## src/rtl/fft_pkg.sv

```systemverilog
// Shared definitions for the FFT stage sequencer: FSM state encoding,
// sizing helpers, bit reversal and the default read+butterfly latency.
package fft_pkg;

  localparam int unsigned BFLY_LAT    = 4;
  localparam int unsigned DEFAULT_LAT = 1 + BFLY_LAT;

  typedef enum logic [1:0] {
    S_IDLE,
    S_RUN,
    S_DRAIN,
    S_DONE
  } fft_state_t;

  function automatic int unsigned clog2_u(input int unsigned v);
    int unsigned r;
    r = 0;
    for (int unsigned i = 0; i < 32; i++) begin
      if ((64'd1 << i) < 64'(v)) r = i + 1;
    end
    return r;
  endfunction

  function automatic int unsigned fft_logn(input int unsigned n);
    return clog2_u(n);
  endfunction

  // Stage counter width: max(1, clog2(LOGN)).
  function automatic int unsigned stage_width(input int unsigned logn);
    int unsigned w;
    w = clog2_u(logn);
    return (w == 0) ? 1 : w;
  endfunction

  function automatic logic [31:0] bit_rev(input logic [31:0] v, input int unsigned w);
    logic [31:0] r;
    r = '0;
    for (int unsigned i = 0; i < 32; i++) begin
      if (i < w) r[5'(i)] = v[5'(w - 1 - i)];
    end
    return r;
  endfunction

endpackage

```

## src/rtl/fft_delay_line.sv

```systemverilog
// Enable-gated shift register of parameterised width and depth with
// synchronous clear; depth must be at least 1.
module fft_delay_line #(
  parameter int unsigned WIDTH = 8,
  parameter int unsigned DEPTH = 5
) (
  input  logic             clk,
  input  logic             rst,
  input  logic             en,
  input  logic [WIDTH-1:0] din,
  output logic [WIDTH-1:0] dout
);

  logic [WIDTH-1:0] pipe [DEPTH];

  always_ff @(posedge clk) begin
    if (rst) begin
      for (int unsigned i = 0; i < DEPTH; i++) pipe[i] <= '0;
    end else if (en) begin
      pipe[0] <= din;
      for (int unsigned i = 1; i < DEPTH; i++) pipe[i] <= pipe[i-1];
    end
  end

  assign dout = pipe[DEPTH-1];

endmodule

```

## src/rtl/fft_stage_sequencer.sv

```systemverilog
// Radix-2 DIT FFT control sequencer: per-stage butterfly read/twiddle/write
// addressing with ping-pong banks. FFT_SEQ_BITREV_EN bit-reverses stage-0 reads.
module fft_stage_sequencer
  import fft_pkg::*;
#(
  parameter  int unsigned N    = 8,
  parameter  int unsigned LAT  = DEFAULT_LAT,
  localparam int unsigned LOGN = fft_logn(N),
  localparam int unsigned SW   = stage_width(LOGN)
) (
  input  logic            clk,
  input  logic            rst,
  input  logic            i_en,
  input  logic            i_start,
  output logic            o_rd_en,
  output logic [LOGN-1:0] o_rd_addr_even,
  output logic [LOGN-1:0] o_rd_addr_odd,
  output logic            o_rd_bank,
  output logic [LOGN-2:0] o_twi_idx,
  output logic            o_wr_en,
  output logic [LOGN-1:0] o_wr_addr_top,
  output logic [LOGN-1:0] o_wr_addr_bot,
  output logic            o_wr_bank,
  output logic [SW-1:0]   o_stage,
  output logic            o_busy,
  output logic            o_done
);

  localparam int unsigned JW  = LOGN - 1;
  localparam int unsigned DW  = (clog2_u(LAT) == 0) ? 1 : clog2_u(LAT);
  localparam int unsigned DLW = 2 * LOGN + 2;

  localparam logic [JW-1:0] J_LAST = '1;
  localparam logic [DW-1:0] D_LAST = DW'(LAT - 1);
  localparam logic [SW-1:0] S_LAST = SW'(LOGN - 1);

  fft_state_t      state_q, state_d;
  logic [JW-1:0]   j_q, j_d;
  logic [SW-1:0]   stage_q, stage_d;
  logic [DW-1:0]   dcnt_q, dcnt_d;
  logic            busy_q, busy_d;
  logic            done_q, done_d;
  logic            issue;

  logic [LOGN-1:0] j_ext, half, mask;
  logic [LOGN-1:0] even_nat, odd_nat, even_rd, odd_rd;
  logic [SW-1:0]   shamt;
  logic [JW-1:0]   twi_nxt;

  logic            rd_valid_q;
  logic [LOGN-1:0] rd_even_q, rd_odd_q, wr_even_q, wr_odd_q;
  logic [JW-1:0]   rd_twi_q;
  logic            rd_bank_q, wr_bank_q;

  logic [DLW-1:0]  dl_in, dl_out;
  logic            wr_valid;

  assign issue = (state_q == S_RUN);

  always_ff @(posedge clk) begin
    if (rst) begin
      state_q <= S_IDLE;
      j_q     <= '0;
      stage_q <= '0;
      dcnt_q  <= '0;
      busy_q  <= 1'b0;
      done_q  <= 1'b0;
    end else if (i_en) begin
      state_q <= state_d;
      j_q     <= j_d;
      stage_q <= stage_d;
      dcnt_q  <= dcnt_d;
      busy_q  <= busy_d;
      done_q  <= done_d;
    end
  end

  // DRAIN lasts exactly LAT enabled cycles, so the next stage's first read
  // lands on the edge after the previous stage's last write.
  always_comb begin
    state_d = state_q;
    j_d     = j_q;
    stage_d = stage_q;
    dcnt_d  = dcnt_q;
    busy_d  = busy_q;
    done_d  = 1'b0;
    case (state_q)
      S_IDLE: begin
        if (i_start) begin
          state_d = S_RUN;
          j_d     = '0;
          stage_d = '0;
          dcnt_d  = '0;
          busy_d  = 1'b1;
        end
      end
      S_RUN: begin
        j_d = j_q + 1'b1;
        if (j_q == J_LAST) begin
          state_d = S_DRAIN;
          dcnt_d  = '0;
        end
      end
      S_DRAIN: begin
        if (dcnt_q == D_LAST) begin
          if (stage_q == S_LAST) begin
            state_d = S_DONE;
          end else begin
            state_d = S_RUN;
            stage_d = stage_q + 1'b1;
          end
        end else begin
          dcnt_d = dcnt_q + 1'b1;
        end
      end
      S_DONE: begin
        state_d = S_IDLE;
        busy_d  = 1'b0;
        done_d  = 1'b1;
        stage_d = '0;
      end
      default: state_d = S_IDLE;
    endcase
  end

  // even = ((j>>s)<<(s+1)) + pos is rewritten as ((j & ~mask) << 1) | pos.
  always_comb begin
    j_ext    = LOGN'(j_q);
    half     = LOGN'(1) << stage_q;
    mask     = half - LOGN'(1);
    even_nat = ((j_ext & ~mask) << 1) | (j_ext & mask);
    odd_nat  = even_nat | half;
    shamt    = S_LAST - stage_q;
    twi_nxt  = j_q << shamt;
`ifdef FFT_SEQ_BITREV_EN
    if (stage_q == '0) begin
      even_rd = LOGN'(bit_rev(32'(even_nat), LOGN));
      odd_rd  = LOGN'(bit_rev(32'(odd_nat), LOGN));
    end else begin
      even_rd = even_nat;
      odd_rd  = odd_nat;
    end
`else
    even_rd = even_nat;
    odd_rd  = odd_nat;
`endif
  end

  always_ff @(posedge clk) begin
    if (rst) begin
      rd_valid_q <= 1'b0;
      rd_even_q  <= '0;
      rd_odd_q   <= '0;
      rd_twi_q   <= '0;
      rd_bank_q  <= 1'b0;
      wr_even_q  <= '0;
      wr_odd_q   <= '0;
      wr_bank_q  <= 1'b0;
    end else if (i_en) begin
      rd_valid_q <= issue;
      if (issue) begin
        rd_even_q <= even_rd;
        rd_odd_q  <= odd_rd;
        rd_twi_q  <= twi_nxt;
        rd_bank_q <= stage_q[0];
        wr_even_q <= even_nat;
        wr_odd_q  <= odd_nat;
        wr_bank_q <= ~stage_q[0];
      end
    end
  end

  assign dl_in = {rd_valid_q, wr_even_q, wr_odd_q, wr_bank_q};

  fft_delay_line #(
    .WIDTH(DLW),
    .DEPTH(LAT)
  ) u_dly (
    .clk (clk),
    .rst (rst),
    .en  (i_en),
    .din (dl_in),
    .dout(dl_out)
  );

  assign {wr_valid, o_wr_addr_top, o_wr_addr_bot, o_wr_bank} = dl_out;

  assign o_rd_en        = rd_valid_q & i_en;
  assign o_rd_addr_even = rd_even_q;
  assign o_rd_addr_odd  = rd_odd_q;
  assign o_rd_bank      = rd_bank_q;
  assign o_twi_idx      = rd_twi_q;
  assign o_wr_en        = wr_valid & i_en;
  assign o_stage        = stage_q;
  assign o_busy         = busy_q;
  assign o_done         = done_q;

endmodule

```

## config.mk

```make
export PLATFORM = sky130hd
export DESIGN_NAME = fft_stage_sequencer
export DESIGN_NICKNAME = d
export VERILOG_FILES = /design/src/rtl/fft_pkg.sv /design/src/rtl/fft_delay_line.sv /design/src/rtl/fft_stage_sequencer.sv
export SDC_FILE = /design/constraint.sdc
export NUM_CORES = 1
export LEC_CHECK = 0
export ABC_AREA = 1
export CORE_AREA = 10 10 69 129
export DETAILED_ROUTE_END_ITERATION = 8
export DIE_AREA = 0 0 79 139
export PLACE_DENSITY = 0.56
export RECOVER_POWER = 100
export SLEW_MARGIN = 0
export SYNTH_ARGS = -nofsm -noshare
export SYNTH_HDL_FRONTEND = slang
export SYNTH_SLANG_ARGS = --single-unit
export TNS_END_PERCENT = 20
```

## constraint.sdc

```tcl
create_clock -name clk -period 3.9 [get_ports clk]
set_clock_uncertainty 0.05 [all_clocks]
set_input_delay 0.39 -clock clk [delete_from_list [all_inputs] [get_ports clk]]
set_output_delay 0.39 -clock clk [all_outputs]
set_load 0.01 [all_outputs]
```

==> qor.csv, run 1 <==
metric,value,unit
status,finished clean,
vias_per_cell,4.40,
layout_commonest_cell,inv_1,
start_util,38.7,%
cts_max_path_buffers,2,
crit_path_max_incr_delay,0.73,ns
final_core_util,46.6,%
place_area,2960,sq um
critical_path.endpoint_type,register,
setup_viol,0,
grt_pass1_vias,1815,
antenna_found_initial,0,
post-route-period-util,70.3,%
worst_pin_slew,1.15,ns
synth_cell_types,21,
drive_above_1_share,6.29,%
fin_crit,2.74,ns
finalPower,1.62,mW
drtIter0Drc,156,
yosys_warnings,0,
synth_area,2660,sq um
p_leak,1.41,nW
cp_max_fo,40,
slew_violations,0,
cts_resized,0,
postLayoutCellArea,3210,sq um
powerDensity,506,nW/um^2
io_pins,26,
synthFlopType,edfxtp_1,
setup_tns,0,ns
clk_latency,0.33,ns
synth_edf_count,40,
drc_errors,0,
core-area,6890,sq um
routed_wl,4.88,mm
cts-buffers-inserted,9,
syn2layout_area_growth,20.5,%
postRouteAntennaNets,0,
final_cell_mix,"inv_1, nor2_1, edfxtp_1",
worstPathCellList,dlygate4sd3_1 -> clkbuf_1 -> inv_1 -> nand2_1 -> clkbuf_2,
finalHoldViolCount,0,
wl_per_cell,12.0,microns
slew_headroom,23.6,%
avgSynthCellArea,9.24,sq um
drt_pre_antenna_iters,4,
die-area,11000,sq um
ctsRootBufferMaster,clkbuf_16,
critical_path_class,input pin to register,
crit_end,u_dly.pipe[0][5],
post_cts_buffers,0,
syn_inst,288,
track_usage,9.96,%
regToRegEndpoint,wr_odd_q[1],
die_y,139,microns
yosysSeqAreaShare,61.7,%
hpwl,3.39,mm
grt_pass1_wl,8.38,mm
instances_no_fill,408,
maxCapViolations,0,
num_vias,1794,
cts_tree,built,
r2r_start,state_q[1],
cts_sinks,62,
cts_hold_repair.buffers,0,
finalWorstSetupSlack,1.16,ns
critPathLaunchType,input pin,
n_antenna_cell,0,
r2r_cells,7,
path_clk_slew,0.05,ns
worstPathRequired,3.80,ns
final_nets,323,
grt_max_degree,41,
critPathLaunch,rst,
min_from,o_busy,
die_w,79,microns
async_reset_ff_share,0,%
crit_slowest_cell,clkbuf_2,
ir_worst_vdd,246,uV
cts.htree.levels,3,
arrival,2.64,ns
pre_cts_slack,1.64,ns
dp_cells,392,
rsz0062_at_grt,no,
gr-total-overflow,0,
min_path_type,register to register,
synth_seq_cells,62,
synth_nets,298,
core.rowCount,43,
port_buffers,25,
r2r_slack,2.11,ns
holdWs,0.405,ns
max_freq,0.365,GHz
place_congestion,0.875,
-- state kept, by name (all words and copies together) (netlist names) --
name	count
dcnt_q	3
j_q	2
o_busy	1
o_done	1
o_rd_bank	1
o_stage	2
o_twi_idx	2
rd_valid_q	1
state_q	2
u_dly.pipe	40
wr_bank_q	1
wr_even_q	3
wr_odd_q	3
-- worst max-delay path, delay by kind of cell --
kind	cells	cell delay, ns
buf+inv	4	2.09
simple gates	1	0.14
-- how the worst min path moves through the flow --
stage                           end  depth (start not counted)
after floorplan           wr_bank_q                          2
after global placement       o_busy                          2
after detailed placement     o_busy                          2
after CTS                    o_busy                          2
after global routing         o_busy                          2
final                        o_busy                          2
-- cell type report --
| class | count | area [sq um] |
|---|---|---|
| fillers | 720 | 3680 |
| flip-flops and latches | 62 | 1640 |
| multi-input cells | 144 | 673 |
| repair buffers | 27 | 259 |
| inverters | 69 | 259 |
| clock buffers | 14 | 254 |
| well taps | 90 | 113 |
| clock inverters | 2 | 10.0 |
-- logic make-up (layout without fill, tap and decap cells) --
group,count (synthesis),after routing,synth area share [%]
simple gates,111,111,17.1
buf+inv,82,112,12.9
flops,62,62,61.7
compound gates,27,27,5.55
fa+ha+maj,6,6,2.82
-- power breakdown --
part           internal [mW]  leakage (nW)  switching, mW
registers              0.744         0.623         0.0228
logic                 0.0560         0.658         0.0971
clock network          0.445         0.131          0.260
total                   1.24          1.41          0.380
-- synth_stat cells, drive strengths merged (2+ instances only) --
cell type	instances	share of area, %
inv	69	9.7
nor2	62	9.3
edfxtp	40	45
nand2	36	5.4
dfxtp	22	17
a21oi	12	2.3
nand3	12	2.3
o21ai	12	2.3
buf	11	2.9
ha	6	2.8
a211oi	3	1.0
clkbuf	2	0.28
-- metal layers --
metal / vias to the layer above / GRT usage (%) / wire length [microns]
met4: 0 / 9.50 / 240
met1: 817 / 9.56 / 1800
met2: 34 / 16.2 / 2610
met5: - / 0 / 0
li1: 929 / - / -
met3: 14 / 2.86 / 233
(Power assumes the default switching activity.)
==> inputs of run 2 (changes only) <==
==> constraint.sdc (replaced) <==
create_clock -name clk -period 2.6 [get_ports clk]
set_clock_uncertainty 0.05 [all_clocks]
set_input_delay 0.26 -clock clk [delete_from_list [all_inputs] [get_ports clk]]
set_output_delay 0.26 -clock clk [all_outputs]
set_load 0.01 [all_outputs]
==> qor.csv, run 2 (synthesis results as in run 1) <==
metric,value,unit,change
status,finished clean,,
worst_pin_slew,0.623,ns,-0.522 ns
grt_pass1_vias,1776,,-2.1%
postLayoutCellArea,3260,sq um,+1.7%
cts-buffers-inserted,9,,unchanged
slew_headroom,58.4,%,+35 points
largest_reg_flops,40,,unchanged
grt_pass1_wl,8.29,mm,-1.1%
antenna_found_initial,0,,unchanged
cp_max_fo,6,,-85%
pre_cts_slack,0.711,ns,-0.931 ns
p_clk_share,45.5,%,+2.1 points
drtIter0Drc,150,,-3.8%
cts_sinks,62,,unchanged
vias_per_cell,4.43,,+0.73%
place_area,3000,sq um,+1.4%
ctsRootBufferMaster,clkbuf_16,,
post-route-period-util,74.9,%,
track_usage,9.86,%,-0.10 points
power_switching,0.569,mW,+49%
setup_viol,0,,unchanged
rsz0062_at_grt,no,,
cts_max_path_buffers,2,,unchanged
critical_path_class,input pin to primary output,,
cts_hold_repair.buffers,0,,unchanged
drive_above_1_share,5.31,%,-0.98 points
routed_wl,4.91,mm,+0.57%
netSwitchingFraction,22.4,%,-1.0 points
fin_crit,1.95,ns,
final_core_util,47.4,%,+0.80 points
wl_per_cell,12.0,microns,about the same
seq_power_share,45.2,%,-2.0 points
place_congestion,0.828,,-5.4%
start_util,38.7,%,unchanged
finalWorstSetupSlack,0.653,ns,-0.505 ns
hpwl,3.40,mm,+0.45%
finalHoldViolCount,0,,unchanged
setup_tns,0,ns,unchanged
max_freq,0.514,GHz,
ir_worst_vdd,377,uV,+53%
io_pins,26,,unchanged
cts_tree,built,,
internal_power,1.97,mW,+58%
min_path_type,register to register,,
critical_path.endpoint_type,primary output,,
worstPathRequired,2.29,ns,-1.51 ns
critPathLaunchType,input pin,,
postRouteAntennaNets,0,,unchanged
num_vias,1816,,+1.2%
combPwrFrac,9.2,%,-0.2 points
gr-total-overflow,0,,unchanged
port_buffers,25,,unchanged
drt_pre_antenna_iters,5,,+1
n_antenna_cell,0,,unchanged
die-area,11000,sq um,unchanged
cts_resized,0,,unchanged
die_y,139,microns,unchanged
grt_max_degree,41,,unchanged
clk_latency,0.33,ns,about the same
syn2layout_area_growth,22.6,%,
slew_violations,0,,unchanged
holdWs,0.395,ns,-0.0102 ns
core-area,6890,sq um,unchanged
final_nets,325,,+0.62%
layout_commonest_cell,inv_1,,
cts.htree.levels,3,,unchanged
arrival,1.64,ns,-1.00 ns
maxCapViolations,0,,unchanged
powerDensity,777,nW/um^2,+53%
post_cts_buffers,0,,unchanged
die_w,79,microns,unchanged
largest_register,u_dly.pipe,,
path_clk_slew,0.05,ns,about the same
final_cell_mix,"inv_1, nor2_1, edfxtp_1",,
p_leak,1.44,nW,+1.8%
core.rowCount,43,,unchanged
drc_errors,0,,unchanged
## run 2: cell types whose count changed in the layout (fill, tap and decap cells not counted)
cell,change
buf_12,+2
clkinv_2,-2
a211oi_1,+1
a211oi_2,-1
bufinv_16,+1
clkbuf_1,+1
clkbuf_2,-1
clkinv_1,+1
inv_1,+1
inv_2,-1
nand2_1,+1
nand2_2,-1
## run 2: path summary, 6_finish.rpt
check	start	to	slack, ns	cells after the start
worst max-delay path	i_en	o_rd_en	0.65	4
worst min-delay path	o_busy	o_busy	0.39	2
worst max register to register	state_q[1]	wr_odd_q[0]	0.86	8
worst min register to register	o_busy	o_busy	0.39	2
## run 2: power by group through the flow
stage / clock (mW) / sequential (mW) / combinational (mW)
2_1_floorplan: 0 / 1.17 / 0.155
3_3_place_gp: 0 / 1.17 / 0.250
3_5_place_dp: 0 / 1.17 / 0.252
4_1_cts: 1.18 / 1.15 / 0.254
5_1_grt: 1.23 / 1.15 / 0.270
6_report: 1.15 / 1.15 / 0.234
## run 2: critical path: stages
cell and delay [ns]:
dlygate4sd3_1 0.63, nand2_1 0.09, inv_1 0.05, dlygate4sd3_1 0.60
## run 2: area by class of cell
type | instances | area [sq um]
Tap cell | 90 | 113
Clock buffer | 14 | 254
Sequential cell | 62 | 1640
Multi-Input combinational cell | 144 | 666
Fill cell | 714 | 3620
Inverter | 69 | 259
Timing Repair Buffer | 29 | 298
Clock inverter | 2 | 33.8
## run 2: layer usage
metal | GRT usage, % | vias to the layer above | share of wire (%)
met2 | 16.0 | 41 | 52
met1 | 9.06 | 828 | 38
met5 | 0 | - | 0
li1 | - | 930 | -
met4 | 7.79 | 0 | 4.4
met3 | 4.68 | 17 | 6.4
## run 2: through the flow
stage	power, mW	instances
finish	2.54	410
global route	2.65	410
CTS	2.58	410
detailed placement	1.42	394
global placement	1.42	394
floorplan	1.32	288
